`config.mk`:
```
export PLATFORM = sky130hd
export DESIGN_NAME = uart_tx
export DESIGN_NICKNAME = d
export VERILOG_FILES = /design/src/rtl/uart_tx.sv
export SDC_FILE = /design/constraint.sdc
export NUM_CORES = 1
export LEC_CHECK = 0
export ABC_AREA = 1
export CORE_ASPECT_RATIO = 1.75
export CORE_MARGIN = 4
export CORE_UTILIZATION = 32
export CTS_BUF_LIST = sky130_fd_sc_hd__clkbuf_8
export DETAILED_ROUTE_END_ITERATION = 8
export PLACE_DENSITY = 0.45
export SLEW_MARGIN = 10
export SYNTH_ARGS = -nofsm -noshare
export SYNTH_HDL_FRONTEND = slang
export SYNTH_SLANG_ARGS = --single-unit
export TNS_END_PERCENT = 30
```
`constraint.sdc`:
```
create_clock -name clk -period 1.9 [get_ports clk]
set_clock_uncertainty 0.15 [all_clocks]
set_input_delay 0.285 -clock clk [delete_from_list [all_inputs] [get_ports clk]]
set_output_delay 0.285 -clock clk [all_outputs]
set_load 0.1 [all_outputs]
```
`src/rtl/uart_tx.sv`:
```
// UART transmitter: frames a parallel payload as one low start bit, PAYLOAD_BITS
// data bits LSB-first and STOP_BITS high stop bits, driving the line from a register.
module uart_tx #(
  parameter int BIT_RATE     = 9600,
  parameter int CLK_HZ       = 50000000,
  parameter int PAYLOAD_BITS = 8,
  parameter int STOP_BITS    = 1
) (
  input  logic                    clk,
  input  logic                    resetn,
  output logic                    uart_txd,
  output logic                    uart_tx_busy,
  output logic                    uart_tx_done,
  input  logic                    uart_tx_en,
  input  logic [PAYLOAD_BITS-1:0] uart_tx_data
);

  localparam int          CYCLES_PER_BIT = CLK_HZ / BIT_RATE;
  localparam logic [15:0] CYC_LAST       = 16'(CYCLES_PER_BIT - 1);
  localparam logic [3:0]  BIT_LAST       = 4'(PAYLOAD_BITS - 1);
  localparam logic [1:0]  STOP_LAST      = 2'(STOP_BITS - 1);

  typedef enum logic [1:0] {IDLE, START, SEND, STOP} state_t;

  state_t                  state_q, state_d;
  logic [15:0]             cycle_q, cycle_d;
  logic [3:0]              bit_q, bit_d;
  logic [1:0]              stop_q, stop_d;
  logic [PAYLOAD_BITS-1:0] data_q, data_d;
  logic                    txd_q, txd_d;
  logic                    busy_q, busy_d;
  logic                    done_q, done_d;
  logic                    bit_end;

  // State and output registers; reset abandons any frame in flight.
  always_ff @(posedge clk or negedge resetn) begin
    if (!resetn) begin
      state_q <= IDLE;
      cycle_q <= '0;
      bit_q   <= '0;
      stop_q  <= '0;
      data_q  <= '0;
      txd_q   <= 1'b1;
      busy_q  <= 1'b0;
      done_q  <= 1'b0;
    end else begin
      state_q <= state_d;
      cycle_q <= cycle_d;
      bit_q   <= bit_d;
      stop_q  <= stop_d;
      data_q  <= data_d;
      txd_q   <= txd_d;
      busy_q  <= busy_d;
      done_q  <= done_d;
    end
  end

  // Next-state logic: the line value for each bit is loaded at its leading edge.
  always_comb begin
    state_d = state_q;
    cycle_d = cycle_q;
    bit_d   = bit_q;
    stop_d  = stop_q;
    data_d  = data_q;
    txd_d   = txd_q;
    busy_d  = busy_q;
    done_d  = 1'b0;
    bit_end = (cycle_q == CYC_LAST);
    if (state_q != IDLE) begin
      cycle_d = bit_end ? 16'd0 : cycle_q + 16'd1;
    end
    case (state_q)
      IDLE: begin
        txd_d   = 1'b1;
        busy_d  = 1'b0;
        cycle_d = 16'd0;
        if (uart_tx_en && !busy_q) begin
          data_d  = uart_tx_data;
          txd_d   = 1'b0;
          busy_d  = 1'b1;
          state_d = START;
        end
      end
      START: begin
        if (bit_end) begin
          txd_d   = data_q[0];
          data_d  = data_q >> 1;
          bit_d   = 4'd0;
          state_d = SEND;
        end
      end
      SEND: begin
        if (bit_end) begin
          if (bit_q == BIT_LAST) begin
            txd_d   = 1'b1;
            bit_d   = 4'd0;
            stop_d  = 2'd0;
            state_d = STOP;
          end else begin
            bit_d  = bit_q + 4'd1;
            txd_d  = data_q[0];
            data_d = data_q >> 1;
          end
        end
      end
      STOP: begin
        if (bit_end) begin
          if (stop_q == STOP_LAST) begin
            stop_d  = 2'd0;
            busy_d  = 1'b0;
            done_d  = 1'b1;
            state_d = IDLE;
          end else begin
            stop_d = stop_q + 2'd1;
          end
        end
      end
      default: begin
        state_d = IDLE;
        txd_d   = 1'b1;
        busy_d  = 1'b0;
      end
    endcase
  end

  assign uart_txd     = txd_q;
  assign uart_tx_busy = busy_q;
  assign uart_tx_done = done_q;

endmodule

```
==> flow_metrics.py <==
metrics = {
    "routing": {
        "antenna_left": 0,
        "drt_iter0_drc": 31,
        "wl_per_cell_microns": 13.30,
        "drt_pass1_iterations": 4,
        "vias": 1691,
        "via_per_inst": 4.620,
        "drc": 0,
        "wirelength_microns": 4866,
    },
    "placement": {
        "dp_hpwl_microns": 3854,
        "port_buffers": 13,
        "post-place-ws_ns": 0.1018,
        "routabilityCongestion": 0.8606,
    },
    "cts": {
        "cts.path.max_buffers": 2,
        "htreeDepth": 2,
        "cts_made_buffers": 5,
        "clock_latency_ns": 0.29,
        "clock_sinks": 35,
        "cts_tree": "yes",
        "clk_pin_slew_ns": 0.08,
        "root_buffer": "clkbuf_8",
    },
    "sta": {
        "setup_viol": 0,
        "final.setup.worst_slack_ns": 0.1447,
        "rsz0062_at_grt": "no",
        "fin_crit_ns": 1.755,
        "period_share_pct": 92.38,
        "tns_ns": 0,
        "maxSlewViolCount": 0,
        "fmax_mhz": 569.7,
        "final_hold_viol_count": 0,
        "max-slew-margin-rel_pct": 68.76,
        "worstMarginPinSlew_ns": 0.4687,
    },
    "global_routing": {
        "track_usage_pct": 14.34,
        "antenna_found_initial": 0,
        "first_global_vias": 1791,
        "grt_max_degree": 36,
        "grt_pass1_wl_microns": 8293,
        "grt_overflow_total": 0,
    },
    "logic_synthesis": {
        "yosysUniqueCellTypes": 31,
        "yosys_warnings": 0,
        "netlist.area_leader.share_pct": 41.11,
        "synth_top_cell_by_area": "dfrtp_1",
        "synth_edf_count": 0,
        "yosysSeqAreaShare_pct": 42.38,
        "synth_nets": 275,
        "ys_ff_latch": 35,
        "synthTopCellsByArea": "dfrtp_1 (41%), nand2_1 (11%), nand3_1 (5.8%)",
        "syn_avg_cell_area_sq_um": 8.116,
        "netlist_area_sq_um": 2069,
        "asyncSetResetFlopFracSynth_pct": 100.0,
        "syn_inst": 255,
        "ys_dominant_reg_cell": "dfrtp_1",
    },
    "critical_path": {
        "end_kind": "flop",
        "slowest_delay_ns": 0.37,
        "crit_fanout": 5,
        "worst-path-buf-inv": 2,
        "cpLargestDelayFamily": "simple AND/OR/NAND/NOR gates",
        "cp_slowest_cell": "dfrtp_1",
        "start_kind": "flop",
        "arrival_ns": 1.83,
        "cp.required_ns": 1.97,
        "path_cells": "ha_1 > nand2_2 > inv_2 > nand2_2 > nor2_4 > nand2_4 > a21oi_4 > buf_4 > nand3_1 > nand2_1",
        "criticalPathCategory": "flop to flop",
        "cp_common_cell": "nand2_2",
    },
    "final_layout": {
        "diodes": 0,
        "nFillCells": 677,
        "finalNetCount": 305,
        "layout-drive-gt1-share_pct": 22.03,
        "area_growth_pct": 22.13,
    },
    "job": {
        "drv_cap": 0,
    },
    "die": {
        "die-area_sq_um": 7869,
        "row_count": 38,
        "io_pins": 14,
        "die_y_microns": 114.4,
        "start_util_pct": 33.23,
        "core_area_sq_um": 6228,
        "fp.dieW_microns": 68.79,
    },
    "min_path": {
        "worst_hold_path_type": "flop to flop",
    },
    "power": {
        "power_density_nw_per_um2": 1370,
        "report.power.total_mw": 3.462,
        "vdd_drop_max_uv": 686.6,
        "power_frac_seq_pct": 30.4,
        "p_int_mw": 2.026,
        "p_leak_nw": 1.127,
        "p_clk_share_pct": 17.2,
        "switching_share_pct": 41.46,
        "p_switching_mw": 1.435,
        "combPwrFrac_pct": 52.4,
    },
    "outcome": {
        "outcome": "finished clean",
    },
}
cell families (layout without fill, tap and decap cells):
group	Yosys count	in the layout	synth area share [%]
AO/OA/AOI/OAI	24	24	7.316
multiplexers	7	7	3.809
adder cells (fa/ha/maj)	9	9	5.441
AND/OR/NAND/NOR	144	144	32.22
XOR/XNOR	6	6	2.539
buffers and inverters	30	61	6.287
flip-flops	35	35	42.38
synth_stat cells (2+ instances only):
cell type  number
or2_2           3
dfrtp_1        34
nand2_2         6
nor2_4          3
nand2_1        61
nor2_1         31
inv_1          20
nor3_2          2
ha_1            9
nor3_1          7
buf_4           2
nand3_1        24
nor2_2          2
a21oi_1         6
a21oi_4         2
o21ai_0        12
nand2_4         2
nor3b_1         2
buf_2           2
xor2_1          5
mux2_2          7
inv_2           4
flip-flops by register name, indices dropped and copies added (netlist names):
name / cells
state_q: 2
stop_q: 2
uart_tx_busy: 1
bit_q: 4
cycle_q: 16
uart_txd: 1
uart_tx_done: 1
data_q: 8
worst reg2reg max path, stage by stage, from the launching register on:
cell	delay [ns]
dfrtp_1	0.37
ha_1	0.19
nand2_2	0.09
inv_2	0.07
nand2_2	0.06
nor2_4	0.11
nand2_4	0.10
a21oi_4	0.22
buf_4	0.16
nand3_1	0.09
nand2_1	0.08
metal layers:
layer / share of wire, % / vias up / GRT usage [%]
met5: 0 / - / 0
met4: 2.0 / 0 / 5.208
met3: 2.1 / 8 / 2.259
met2: 61 / 19 / 28.33
met1: 35 / 785 / 13.91
li1: - / 879 / -
layout by cell type, fill, tap and decap left out, types with 2 or more instances in the layout:
cell type,count
xor2_1,5
nor2_2,3
buf_4,13
buf_12,4
nor3_2,2
clkbuf_8,7
nor3b_1,2
mux2_2,7
nand2_1,61
a21oi_4,2
nand3_1,24
nor2_1,30
clkdlybuf4s50_1,9
inv_2,6
nor2_4,3
inv_1,19
nor3_1,7
dfrtp_1,34
nand2_4,2
or2_2,3
ha_2,2
nand2_2,6
o21ai_0,12
ha_1,7
a21oi_1,5
power groups by stage:
stage | sequential [mW] | clock [mW] | combinational [mW]
2_1_floorplan | 1.16 | 0 | 1.08
3_3_place_gp | 1.06 | 0 | 1.82
3_5_place_dp | 1.06 | 0 | 1.81
4_1_cts | 1.05 | 0.623 | 1.82
5_1_grt | 1.08 | 0.654 | 2.03
6_report | 1.05 | 0.596 | 1.81
path summary, 6_finish.rpt:
check / start / to / slack [ns] / depth (start not counted)
min in group asynchronous: resetn / data_q[3] / 0.42 / 3
setup / recovery: cycle_q[1] / data_q[1] / 0.14 / 10
hold / removal: data_q[5] / data_q[5] / 0.33 / 2
max in group asynchronous: resetn / uart_txd / 0.82 / 3
setup reg to reg: cycle_q[1] / data_q[1] / 0.14 / 10
hold reg to reg: data_q[5] / data_q[5] / 0.33 / 2
timing repair:
| item | 4_1_cts | 5_1_grt |
|---|---|---|
| resized for setup | 0 | 6 |
| hold endpoints to repair | 34 | 0 |
| buffers inserted | 0 | 1 |
| endpoints found under the setup margin | 0 | 12 |
| hold buffers | 1 | 0 |
cell type report:
class	count	area, sq um	area share, %
timing repair buffer	28	282.8	11.19
multi-input combinational	190	1074	42.48
clock buffer	7	96.34	3.812
clock inverter	1	3.754	0.1485
tap	80	100.1	3.960
inverter	25	93.84	3.713
sequential	35	877.1	34.70
stage by stage:
step	std cells	hold WS, ns	instance area (sq um)	util, %
6_report	366	0.3252	2527	40.58
5_1_grt	366	0.3533	2527	40.58
4_1_cts	365	0.3290	2509	40.28
3_5_place_dp	356	0.2168	2399	38.51
3_3_place_gp	356	0.2127	2399	38.51
2_1_floorplan	255	-0.1606	2069	-
No activity file was read; power rests on OpenSTA's default activity.
